**config.mk**
```make
export PLATFORM = sky130hd
export DESIGN_NAME = queue_counter
export DESIGN_NICKNAME = d
export VERILOG_FILES = /design/src/rtl/queue_counter.sv
export SDC_FILE = /design/constraint.sdc
export NUM_CORES = 1
export LEC_CHECK = 0
export CAP_MARGIN = 0
export CORE_MARGIN = 2
export CORE_UTILIZATION = 50
export DETAILED_ROUTE_END_ITERATION = 16
export PLACE_DENSITY = 0.69
export SLEW_MARGIN = 0
export SYNTH_ARGS = -nofsm -noshare
export SYNTH_HDL_FRONTEND = slang
export SYNTH_SLANG_ARGS = --single-unit
export TNS_END_PERCENT = 100
```
**constraint.sdc**
```tcl
create_clock -name clk -period 5 [get_ports clk]
set_clock_uncertainty 0.2 [all_clocks]
set_input_delay 0.75 -clock clk [delete_from_list [all_inputs] [get_ports clk]]
set_output_delay 0.75 -clock clk [all_outputs]
set_load 0.1 [all_outputs]
```
**src/rtl/queue_counter.sv**
```systemverilog
// queue_counter: debounced arrival/departure sensors feeding a saturating 0..7 person count plus registered teller count.
// Define QUEUE_ERR_EN to build the sticky err flag for rejected arrivals/departures; otherwise err is tied low.
module queue_counter_debounce #(
    parameter int SYNC_STAGES     = 2,
    parameter int DEBOUNCE_CYCLES = 4
) (
    input  logic clk,
    input  logic rst,
    input  logic din,
    output logic ev
);
    typedef enum logic [1:0] {LOW, CONF_HIGH, HIGH, CONF_LOW} state_t;
    localparam logic [4:0] DC = 5'(DEBOUNCE_CYCLES);
    state_t state_q, state_d;
    logic [SYNC_STAGES-1:0] sync_q, sync_d;
    logic [3:0] cnt_q, cnt_d;
    logic ev_q, ev_d, s, done;
    always_comb begin
        sync_d  = {sync_q[SYNC_STAGES-2:0], din};
        s       = sync_q[SYNC_STAGES-1];
        // the sample taken on this edge would be the DEBOUNCE_CYCLES-th stable one
        done    = ({1'b0, cnt_q} + 5'd1) >= DC;
        state_d = state_q;
        cnt_d   = cnt_q;
        ev_d    = 1'b0;
        case (state_q)
            LOW: if (s) begin
                state_d = CONF_HIGH;
                cnt_d   = 4'd1;
            end
            CONF_HIGH: if (!s) begin
                state_d = LOW;
                cnt_d   = '0;
            end else if (done) begin
                state_d = HIGH;
                cnt_d   = '0;
                ev_d    = 1'b1;
            end else cnt_d = cnt_q + 4'd1;
            HIGH: if (!s) begin
                state_d = CONF_LOW;
                cnt_d   = 4'd1;
            end
            default: if (s) begin
                state_d = HIGH;
                cnt_d   = '0;
            end else if (done) begin
                state_d = LOW;
                cnt_d   = '0;
            end else cnt_d = cnt_q + 4'd1;
        endcase
    end
    always_ff @(posedge clk or posedge rst) begin
        if (rst) begin
            state_q <= LOW;
            sync_q  <= '0;
            cnt_q   <= '0;
            ev_q    <= 1'b0;
        end else begin
            state_q <= state_d;
            sync_q  <= sync_d;
            cnt_q   <= cnt_d;
            ev_q    <= ev_d;
        end
    end
    assign ev = ev_q;
endmodule

module queue_counter #(
    parameter int SYNC_STAGES     = 2,
    parameter int DEBOUNCE_CYCLES = 4
) (
    input  logic       clk,
    input  logic       rst,
    input  logic       sensorBack,
    input  logic       sensorFront,
    input  logic [1:0] tellerSel,
    output logic [2:0] pCount,
    output logic [1:0] tCount,
    output logic       full,
    output logic       empty,
    output logic       update,
    output logic       err
);
    logic arr, dep;
    logic [1:0] ts1_q, ts1_d, ts2_q, ts2_d, t_q, t_d;
    logic [2:0] p_q, p_d;
    logic full_q, full_d, empty_q, empty_d, chg_q, chg_d, upd_q, upd_d;

    queue_counter_debounce #(.SYNC_STAGES(SYNC_STAGES), .DEBOUNCE_CYCLES(DEBOUNCE_CYCLES)) u_back (
        .clk(clk), .rst(rst), .din(sensorBack), .ev(arr)
    );
    queue_counter_debounce #(.SYNC_STAGES(SYNC_STAGES), .DEBOUNCE_CYCLES(DEBOUNCE_CYCLES)) u_front (
        .clk(clk), .rst(rst), .din(sensorFront), .ev(dep)
    );

    always_comb begin
        ts1_d   = tellerSel;
        ts2_d   = ts1_q;
        t_d     = (ts2_q != 2'd0) ? ts2_q : t_q;
        // simultaneous arrival and departure cancel out
        p_d     = (arr && !dep && p_q != 3'd7) ? p_q + 3'd1 :
                  (dep && !arr && p_q != 3'd0) ? p_q - 3'd1 : p_q;
        full_d  = p_d == 3'd7;
        empty_d = p_d == 3'd0;
        chg_d   = (p_d != p_q) || (t_d != t_q);
        upd_d   = chg_q;
    end

    always_ff @(posedge clk or posedge rst) begin
        if (rst) begin
            ts1_q   <= '0;
            ts2_q   <= '0;
            t_q     <= 2'd1;
            p_q     <= '0;
            full_q  <= 1'b0;
            empty_q <= 1'b1;
            chg_q   <= 1'b0;
            upd_q   <= 1'b0;
        end else begin
            ts1_q   <= ts1_d;
            ts2_q   <= ts2_d;
            t_q     <= t_d;
            p_q     <= p_d;
            full_q  <= full_d;
            empty_q <= empty_d;
            chg_q   <= chg_d;
            upd_q   <= upd_d;
        end
    end

`ifdef QUEUE_ERR_EN
    logic err_q, err_d;
    always_comb err_d = err_q || ((arr ^ dep) && (arr ? p_q == 3'd7 : p_q == 3'd0));
    always_ff @(posedge clk or posedge rst) begin
        if (rst) err_q <= 1'b0;
        else     err_q <= err_d;
    end
    assign err = err_q;
`else
    assign err = 1'b0;
`endif

    assign pCount = p_q;
    assign tCount = t_q;
    assign full   = full_q;
    assign empty  = empty_q;
    assign update = upd_q;
endmodule

```
==> impl_metrics.tcl <==
set metrics [dict create \
    stdcell_count 208 \
    setup_viol 0 \
    dr.pass1.iters 4 \
    viasPerCell 5.447 \
    overflow 0 \
    via_count 1133 \
    grt_max_degree 32 \
    ctsHoldBuffers 0 \
    r2r-end "full" \
    power_density_nw_per_um2 547.8 \
    rsz0062_at_grt "no" \
    cts_sinks 31 \
    start_kind "flop" \
    crit_buf_inv 1 \
    cp-end-kind "output pin" \
    rows 20 \
    worst_pin_slew_ns 0.9679 \
    synth-edff-count 0 \
    utilization_pct 61.27 \
    synthArstFlopShare_pct 100.0 \
    h-tree-depth 2 \
    period_needed_ns 2.973 \
    max-slew-margin-rel_pct 35.27 \
    required_ns 4.05 \
    cp_slowest_cell "clkdlybuf4s50_1" \
    setup.worst_path.class "reg -> out" \
    worstPathArrival_ns 2.02 \
    coreArea_um2 3053 \
    post_cts_resized 0 \
    synth-compound-area-share_pct 20.31 \
    clkTransAtPathRegs_ns 0.10 \
    routedWlPerCell_um 13.04 \
    drv_slew 0 \
    areaGrowthSynthToFinish_pct 15.89 \
    n_antenna_cell 0 \
    grt_pass1_wl_um 4609 \
    synth-adder-area-share_pct 12.40 \
    track_usage_pct 17.24 \
    rrSetupSlack_ns 3.00 \
    final_nets 185 \
    tns_ns 0 \
    ff2ff_path_depth 6 \
    start_util_pct 52.87 \
    ys_warn_count 0 \
    place.gp.congestion 0.8281 \
    multiInputGateArea_um2 762.0 \
    syn-num-nets 167 \
    drive_gt1_share_pct 12.20 \
    fin_ws_ns 2.027 \
    yosys_most_used_dff "dfrtp_1" \
    netlist_area_um2 1614 \
    status "complete, no violations" \
    dpl.cell_count 200 \
    syn_area_per_cell_um2 11.13 \
    drt_wl_total_um 2712 \
    cts_tree "yes" \
    fp.dieW_um 60.82 \
    crit_chain "clkdlybuf4s50_1" \
    ys_ff_latch 31 \
    drt_iter0_drc 45 \
    hp-class "reg -> reg" \
    synthMuxAreaShare_pct 2.016 \
    min_from "ts1_q[0]" \
    path_max_fanout 4 \
    stdcell_area_um2 1871 \
    max_clock_freq_ghz 0.3364 \
    drc 0 \
    p_leak_nw 0.9038 \
    place_area_um2 1789 \
    yosysSeqAreaShare_pct 48.22 \
    cp_top_family "buffers and inverters" \
    synthCells 145 \
    hpwl_um 2016 \
    antenna_found_initial 0 \
    grt_pass1_vias 1050 \
    hold_viol 0 \
    clock_path_buffers 2 \
    synth-simple-area-share_pct 11.16 \
    synth_cell_types 49 \
    cts_made_buffers 5 \
    cap_viol_max_count 0 \
    critPathMaxStageDelay_ns 1.13 \
    holdPathStages 0 \
    hold_end "ts2_q[0]" \
    register_area_um2 778.2 \
    die_h_um 60.82 \
    reg2reg_from "pCount[0]" \
    ios 15 \
    portBuffers 13 \
    synth_xor_area_share_pct 1.085 \
    clk_latency_ns 0.33 \
    drtAntennaViolNets 0 \
    post_cts_buffers 0 \
    nFillCells 273 \
    die_area_um2 3698 \
    dpl_worst_slack_ns 2.384 \
    ir_drop_mv 0.2272 \
    synth_top_family_by_area "compound AO/OA/AOI/OAI gates" \
    clock-root-buffer "clkbuf_4" \
    fin_crit_sh_pct 59.46 \
]
## worst max-delay path by stage
stage	from	endpoint	slack, ns	cells after the start
after floorplan	pCount[0]	full	2.64	6
after global placement	tCount[0]	tCount[0]	2.40	1
after detailed placement	tCount[0]	tCount[0]	2.38	1
after CTS	tCount[0]	tCount[0]	2.01	1
after global routing	tCount[0]	tCount[0]	1.94	1
final	tCount[0]	tCount[0]	2.03	1
## metrics by stage
step,total power [mW],hold WS (ns)
final,1.025,0.1567
after global routing,1.098,0.1693
after CTS,1.031,0.1584
after detailed placement,0.8319,0.1347
after global placement,0.8013,0.1339
after floorplan,0.7298,0.1312
## cells in the mapped netlist, types with 2 or more instances
cell | number | area, µm²
nor2_1 | 6 | 22.52
dfrtp_1 | 29 | 725.7
o21ai_0 | 5 | 25.02
a221o_1 | 2 | 20.02
nand2_1 | 5 | 18.77
inv_1 | 15 | 56.30
nor3_1 | 2 | 10.01
mux2_2 | 2 | 22.52
a211oi_1 | 2 | 15.01
nand2b_1 | 5 | 31.28
dfstp_2 | 2 | 52.55
a22o_1 | 4 | 35.03
a21oi_1 | 9 | 45.04
a211o_1 | 2 | 17.52
and2_1 | 5 | 31.28
ha_1 | 16 | 200.2
a21o_1 | 2 | 15.01
## cells by family (layout without fill, tap and decap cells)
group,after synthesis,in the layout
AO/OA/AOI/OAI,43,43
flip-flops,31,31
AND/OR/NAND/NOR,31,31
buffers and inverters,18,37
adder cells (fa/ha/maj),16,16
multiplexers,3,3
XOR/XNOR,2,2
other,1,1
## cells in the final DEF, fill, tap and decap left out, types with 4 or more instances in the layout
cell	count
ha_1	16
and2_1	5
nand2_1	5
inv_1	15
nor2_1	6
a21oi_1	9
clkbuf_4	5
clkdlybuf4s50_1	13
nand2b_1	5
o21ai_0	5
a22o_1	4
dfrtp_1	29
## state kept, by name (all words and copies together), names as in the netlist, named ones only
register and count:
full 1, u_back.state_q 1, u_back.sync_q 2, u_back.ev 1, u_back.cnt_q 4, tCount 2
u_front.ev 1, ts2_q 2, u_front.sync_q 2, ts1_q 2, pCount 3, chg_q 1
u_front.state_q 1, u_front.cnt_q 4, update 1, empty 1
## power breakdown
group          internal (mW)  leakage, nW  switching [mW]  total [mW]
Sequential             0.303        0.380          0.0566       0.359
Combinational          0.192        0.479           0.278       0.470
Clock                  0.105       0.0452          0.0901       0.195
Total                  0.599        0.904           0.425        1.02
## per-layer routing
metal / routed length (µm) / vias up / global-route usage (%) / share of wire, %
li1: - / 546 / - / -
met1: 1197 / 558 / 19.92 / 44
met2: 1354 / 23 / 29.03 / 50
met3: 117 / 6 / 5.970 / 4.3
met4: 42 / 0 / 7.453 / 1.5
met5: 0 / - / 0 / 0
## area by class of cell
class | instances | area share, %
Clock buffer | 5 | 2.007
Clock inverter | 3 | 2.341
Inverter | 15 | 3.010
Tap cell | 44 | 2.943
Sequential cell | 31 | 41.61
Multi-Input combinational cell | 96 | 40.74
Timing Repair Buffer | 14 | 7.358
Note: power is estimated with default switching activity, not from simulation.
